## src/rtl/inst_fetch_unit.sv

```systemverilog
`timescale 1ns/1ps
`default_nettype none
// +--------------------------------------------------------------------------+
// | inst_fetch_unit: req/ack instruction fetch with stall request and IF/ID.  |
// | Revision: 1.0                                                             |
// +--------------------------------------------------------------------------+
module inst_fetch_unit (
  input  logic        clk,
  input  logic        resetn,
  input  logic [31:0] pc_i,
  input  logic [5:0]  stall,
  input  logic        flush_i,
  output logic        inst_req_o,
  output logic [31:0] inst_addr_o,
  input  logic        inst_ack_i,
  input  logic [31:0] inst_rdata_i,
  output logic        stallreq_o,
  output logic [31:0] if_pc_o,
  output logic [31:0] if_inst_o,
  output logic        if_valid_o
);

  localparam logic [1:0] S_IDLE  = 2'd0;
  localparam logic [1:0] S_BUSY  = 2'd1;
  localparam logic [1:0] S_READY = 2'd2;

  logic [1:0]  r_state;
  logic [1:0]  w_state_nxt;
  logic [31:0] r_addr;
  logic [31:0] r_buf;
  logic        r_discard;
  logic        w_launch;
  logic        w_done;
  logic        w_deliver;
  logic        w_unused_stall;

  // Only the IF and ID freeze bits matter to this stage.
  assign w_unused_stall = ^{stall[5:3], stall[0]};

  always_ff @(posedge clk) begin
    if (!resetn) begin
      r_state <= S_IDLE;
    end else begin
      r_state <= w_state_nxt;
    end
  end

  always_comb begin
    w_state_nxt = r_state;
    case (r_state)
      S_IDLE: begin
        if (!flush_i) w_state_nxt = S_BUSY;
      end
      S_BUSY: begin
        if (inst_ack_i) w_state_nxt = (r_discard || flush_i) ? S_IDLE : S_READY;
      end
      S_READY: begin
        if (flush_i || !stall[1]) w_state_nxt = S_IDLE;
      end
      default: w_state_nxt = S_IDLE;
    endcase
  end

  always_comb begin
    stallreq_o = (r_state != S_READY);
    w_launch   = (r_state == S_IDLE) && !flush_i;
    w_done     = (r_state == S_BUSY) && inst_ack_i;
    w_deliver  = (r_state == S_READY) && !stall[1] && !flush_i;
  end

  // The bus transaction always runs to its ack; a flush only marks the word for discard.
  always_ff @(posedge clk) begin
    if (!resetn) begin
      inst_req_o  <= 1'b0;
      inst_addr_o <= 32'd0;
      r_addr      <= 32'd0;
      r_buf       <= 32'd0;
      r_discard   <= 1'b0;
    end else begin
      if (w_launch) begin
        r_addr      <= pc_i;
        inst_addr_o <= pc_i;
        inst_req_o  <= 1'b1;
      end
      if (w_done) begin
        inst_req_o <= 1'b0;
        r_buf      <= inst_rdata_i;
        r_discard  <= 1'b0;
      end else if ((r_state == S_BUSY) && flush_i) begin
        r_discard <= 1'b1;
      end
    end
  end

  always_ff @(posedge clk) begin
    if (!resetn || flush_i) begin
      if_valid_o <= 1'b0;
      if_inst_o  <= 32'd0;
      if_pc_o    <= 32'd0;
    end else if (w_deliver) begin
      if_valid_o <= 1'b1;
      if_inst_o  <= r_buf;
      if_pc_o    <= r_addr;
    end else if (!stall[1] || !stall[2]) begin
      if_valid_o <= 1'b0;
      if_inst_o  <= 32'd0;
      if_pc_o    <= 32'd0;
    end
  end

endmodule
`default_nettype wire

```

## config.mk

```make
export PLATFORM = sky130hd
export DESIGN_NAME = inst_fetch_unit
export DESIGN_NICKNAME = d
export VERILOG_FILES = /design/src/rtl/inst_fetch_unit.sv
export SDC_FILE = /design/constraint.sdc
export NUM_CORES = 1
export LEC_CHECK = 0
export BUFFER_PORTS_ARGS = -buffer_cell sky130_fd_sc_hd__buf_2
export CORE_MARGIN = 2
export CORE_UTILIZATION = 34
export CTS_BUF_LIST = sky130_fd_sc_hd__clkbuf_8
export DETAILED_ROUTE_END_ITERATION = 8
export GPL_ROUTABILITY_DRIVEN = 0
export GPL_TIMING_DRIVEN = 0
export PLACE_DENSITY = 0.54
export SYNTH_ARGS = -nofsm -noshare
export SYNTH_HDL_FRONTEND = slang
export SYNTH_SLANG_ARGS = --single-unit
```

## constraint.sdc

```tcl
create_clock -name clk -period 2.1 [get_ports clk]
set_clock_uncertainty 0.2 [all_clocks]
set_input_delay 0.105 -clock clk [delete_from_list [all_inputs] [get_ports clk]]
set_output_delay 0.105 -clock clk [all_outputs]
set_load 0.02 [all_outputs]
```

* Word-level counts from Yosys, hierarchy flattened *
Cells that the tools add are included.

storage, ports and cells
  bits in registers = 133
  latch bits = 0
  bits in writable memories = 0
  bits in read-only memories = 0
  input bits = 74
  output and inout port bits = 99
  memories kept = 0

operators by class
  add/subtract/negate cells = 0
  $mul = 0
  divide/modulo/power cells = 0
  magnitude comparators = 0
  equal/unequal tests = 6
  shift operators = 0
  mux-type cells = 10
  bitwise gates (word level) = 1
  reductions and logical operators = 17

operators by type and width
  operator              count
  $mux W32              3
  $mux W2               4
  $ne A2 B2 Y1 const B  4
  $pmux W2 S3           1
  $logic_and A1 B1 Y1   5
  $logic_not A1 Y1      4
  $logic_or A1 B1 Y1    4
  $reduce_and A3 Y1     1
  $eq A2 B1 Y1 const B  1
  $eq A2 B2 Y1 const B  1
  $logic_not A2 Y1      1
  $mux W1               2
  $reduce_bool A2 Y1    1
  $reduce_or A2 Y1      1
  $not A1 Y1            1

* Logic depth before layout (Yosys ltp) *
  depth in word-level cells = 4
  mapped depth = 5
  depth with buffers taken out = 2

* Worst setup path before layout *
Ideal clock, no wire load.

  path type = register to register
  start point = register r_state[0]
  end point = register if_inst_o[10]
  data arrival time = 1.125 ns
  slack = 0.686 ns
  stages on the path, launching flop included = 6
  path through = dfxtp_1 -> buf_2 -> nand4bb_1 -> buf_2 -> buf_6 -> o32ai_2

on the way
  cells in the longest elaborated chain, start to end = 4
  elaborated cells on any way between the ends = 5
  those cells by class = eq/ne (1); mux (1); reduce/logical (3)

RTL lines
  item                                            line  source
  start: declaration                              27    logic [1:0] r_state;
  start signal: assignment                        44    r_state <= w_state_nxt;
  $eq A2 B2 Y1 (*)                                68    w_deliver = (r_state == S_READY) && !stall[1] && !flush_i;
  $logic_and A1 B1 Y1 (*) (2 in a row)            68
  $mux W32 or $reduce_bool A2 Y1 (tied branches)  --
  end signal: assignment                          102   if_inst_o <= r_buf;
  end: declaration                                19    output logic [31:0] if_inst_o,

Every way passes the cells marked *; elsewhere a longest branch is shown, timed or not.
A chain may end at the register's enable or synchronous reset.

* Worst setup path after layout *
  start point = input stall[1]
  end point = register if_valid_o

on the way
  cells in the longest elaborated chain, start to end = 4
  elaborated cells on any way between the ends = 6
  those cells by class = mux (1); reduce/logical (5)

RTL lines
  item                                           line     source
  start: declaration                             11       input logic [5:0] stall,
  $logic_not A1 Y1 (*)                           68, 104
  $logic_and A1 B1 Y1 (2 in a row)               68
  $mux W1 or $reduce_bool A2 Y1 (tied branches)  --
  end signal: assignment                         97       if_valid_o <= 1'b0;
  end signal: assignment                         101      if_valid_o <= 1'b1;
  end signal: assignment                         105      if_valid_o <= 1'b0;
  end: declaration                               20       output logic if_valid_o

Marked as above.

==> flow_summary_export.csv <==
group,metric,value,unit
finish,layout-drive-gt1-share,0.334,
placed_design,pre_cts_slack,0.418,ns
sta,final_max_slew_viol_count,0,
synthesis,synthesis.yosys.warnings,0,
placed_design,io_buffer_count,167,
finish,antenna-diode-count,0,
sta,timing.final.setup_violations,0,
synthesis,mappedNetlistNets,652,
synthesis,syn-mean-instance-area,9.71,um2
placed_design,hpwl,10500,um
sta,report.final.hold_viol_count,0,
sta,worstMarginPinSlew,0.761,ns
die,die_w,132,um
setup_path,worst_r2r_path_depth,4,
setup_path,worstSetupStartpointType,"input port",
sta,grt_setup_unrepaired,"false",
clock_tree,post-cts-setup-buffer-count,0,
setup_path,worst_path_largest_cell_delay,0.55,ns
power_and_ir_drop,power.combinational.fraction,0.109,
synthesis,netlist_instances,578,
synthesis,ys_async_rst_share,0,
setup_path,critical_path.n_buffers_inverters,5,
sta,tns,0,ns
power_and_ir_drop,total_power,5.75,mW
power_and_ir_drop,worst_ir_drop_on_vdd,0.000446,V
setup_path,launching_instance_or_port_of_the_critical_path,"stall[1]",
clock_tree,cts_made_buffers,17,
setup_path,r2r_end,"r_addr[5]$_SDFFE_PN0P_",
setup_path,crit_fanout,10,
global_routing,wire_length_of_the_first_global_routing_pass,25100,um
sta,period_minus_ws_final,1.98,ns
sta,post-route-worst-setup-slack,0.117,ns
setup_path,worst_path_dominant_cell_family,"buffers and inverters",
run,timing.max_cap.violations,0,
synthesis,synth.top_cells.by_count,"dfxtp_1, inv_1, nand2_1, mux2i_1, o32ai_2",
power_and_ir_drop,p_sw,1.37,mW
routing,first_pass_iters,4,
synthesis,synth.cell_area,5610,um2
setup_path,cp.arrival,2.17,ns
die,die_h,132,um
power_and_ir_drop,clock_power_share,0.432,
die,floorplan.core_area,16000,um2
synthesis,ys_ff_latch,133,
global_routing,overflow,0,
power_and_ir_drop,part_of_the_power_in_registers,0.460,
setup_path,cp_data_required_time,2.29,ns
synthesis,yosysMostFrequentCell,"dfxtp_1",
global_routing,grt_max_degree,17,
routing,post_drt_wl_per_cell,14.5,um
clock_tree,worstSkewPairLatency,0.44,ns
sta,slew-limit-headroom,0.493,
synthesis,synth_largest_area_cell,"dfxtp_1",
routing,detailed_route_via_count,4807,
routing,wl_final,15400,um
sta,hold-worst-slack,0.0521,ns
die,starting_utilization_of_the_core_area,0.351,
setup_path,worst_setup_path_endpoint,"if_valid_o$_SDFFE_PP0P_",
clock_tree,cts_tree,"yes",
synthesis,synth-main-ff-cell,"dfxtp_1",
setup_path,r2r_slack,0.24,ns
power_and_ir_drop,power.share.switching,0.239,
synthesis,synth.yosys.seq_area_share,0.474,
sta,maxClockFrequency,0.504,GHz
finish,areaGrowthSynthToFinish,41.1,%
die,rows,46,
synthesis,count_of_flip_flops_with_a_built_in_enable_after_synthesis,0,
clock_tree,clock_slew_at_reported_path_ffs,0.07,ns
routing,postRouteAntennaNets,0,
routing,drtIter0Drc,150,
setup_path,cp_cell_sequence,"dlygate4sd3_1 > buf_2 > buf_2 > clkbuf_4 > nand3_1 > a21oi_1 > dlygate4sd3_1",
setup_path,critical_path.reg2reg.startpoint,"r_state[0]$_SDFFE_PN0P_",
setup_path,critical_path.endpoint_type,"flip-flop",
hold_path,min-delay-start,"resetn",
die,die_area,17500,um2
global_routing,first_global_vias,5043,
synthesis,area_share_of_the_largest_cell_type_after_synthesis,0.474,
routing,drc,0,
clock_tree,clockRootBuffer,"clkbuf_8",
outcome,run_status,"finished clean",
clock_tree,cts.path.max_buffers,2,
synthesis,synth_cell_type_count,22,
synthesis,synthTopCellsByArea,"dfxtp_1, o32ai_2, mux2i_1",
setup_path,critical_path_class,"in -> reg",
global_routing,grt_use_total,0.180,
clock_tree,number_of_clock_sinks_seen_by_cts,133,
setup_path,path_depth,7,
power_and_ir_drop,cellPowerDensity,726,nW/um2
sta,post-route-period-util,0.944,
power_and_ir_drop,p_leak,3.25,nW
setup_path,crit_path_top_delay_cell,"dlygate4sd3_1",
global_routing,grt_antenna_before_repair,0,
routing,via_per_inst,4.51,
power_and_ir_drop,cell_internal_pwr,4.37,mW
finish,final_nets,912,
clock_tree,clock_h_tree_levels,4,
die,top_level_ports,173,
finish,finish.instance_area,7920,um2
placed_design,placed_area,6720,um2
hold_path,hold_class,"in -> reg",
-- per-stage QoR --
stage / util / cells
after floorplan: - / 578
after global placement: 0.420 / 961
after detailed placement: 0.420 / 961
after CTS: 0.495 / 1067
after global routing: 0.495 / 1067
final: 0.495 / 1067
-- power groups by stage --
stage | clock [mW] | combinational [mW] | sequential, mW
after floorplan | 0 | 0.272 | 2.75
after global placement | 0 | 0.510 | 2.70
after detailed placement | 0 | 0.521 | 2.70
after CTS | 2.54 | 0.629 | 2.64
after global routing | 2.66 | 0.681 | 2.65
final | 2.48 | 0.624 | 2.64
-- state kept, by name, summed over array words and instances, names as in the netlist --
register	flops
if_inst_o	32
if_pc_o	32
if_valid_o	1
inst_req_o	1
r_addr	32
r_buf	32
r_discard	1
r_state	2
-- placed cells by master (no fill, tap or decap), types with 15 or more instances in the layout --
cell type      Yosys  final
dfxtp_1          133    133
mux2i_1           64     64
dlygate4sd3_1      0     74
o32ai_2           50     50
clkbuf_8           0     20
o32ai_1           15     15
buf_2             25    191
nand2_1          128    128
inv_1            129    132
-- layer usage --
metal | vias to the layer above | global-route usage | share of wire
met3 | 22 | 0.0571 | 0.065
met1 | 2258 | 0.220 | 0.46
met5 | - | 0 | 0
met4 | 0 | 0.0669 | 0.015
met2 | 142 | 0.296 | 0.46
li1 | 2385 | - | -
-- logic make-up (layout without fill, tap and decap cells) --
group	count (synthesis)	count (layout)	share of synthesized area
AO/OA/AOI/OAI	68	68	0.173
buffers and inverters	173	446	0.134
flip-flops	133	133	0.474
multiplexers	65	65	0.116
AND/OR/NAND/NOR	139	139	0.103
-- how the worst min path moves through the flow --
stage / slack, ns / to / depth (start not counted)
detailed placement: 0.16 / r_addr[15]$_SDFFE_PN0P_ / 3
global route: 0.06 / r_addr[15]$_SDFFE_PN0P_ / 4
global placement: 0.15 / r_addr[11]$_SDFFE_PN0P_ / 3
finish: 0.05 / r_addr[18]$_SDFFE_PN0P_ / 4
floorplan: 0.05 / r_buf[0]$_SDFFE_PN0P_ / 2
CTS: 0.04 / r_addr[15]$_SDFFE_PN0P_ / 4
-- worst register-to-register path, delay by kind of cell, from the launching register on --
family                 cells  cell delay, ns
and+or+nand+nor            1            0.36
buffers and inverters      2            0.71
muxes                      1            0.23
DFF                        1            0.30
-- what timing repair did --
action / CTS / global route
gates resized for setup: 0 / 1
hold buffers: 74 / 0
setup endpoints to repair: 0 / 1
endpoints found under the hold margin: 75 / 0
-- cell type report --
cell class	instances	area, um2
Buffer	44	270
Clock buffer	20	275
Clock inverter	12	184
Fill cell	1529	8080
Inverter	129	484
Multi-Input combinational cell	272	2200
Sequential cell	133	2660
Tap cell	216	270
Timing Repair Buffer	241	1580
Power figures use the tool's default switching activity.
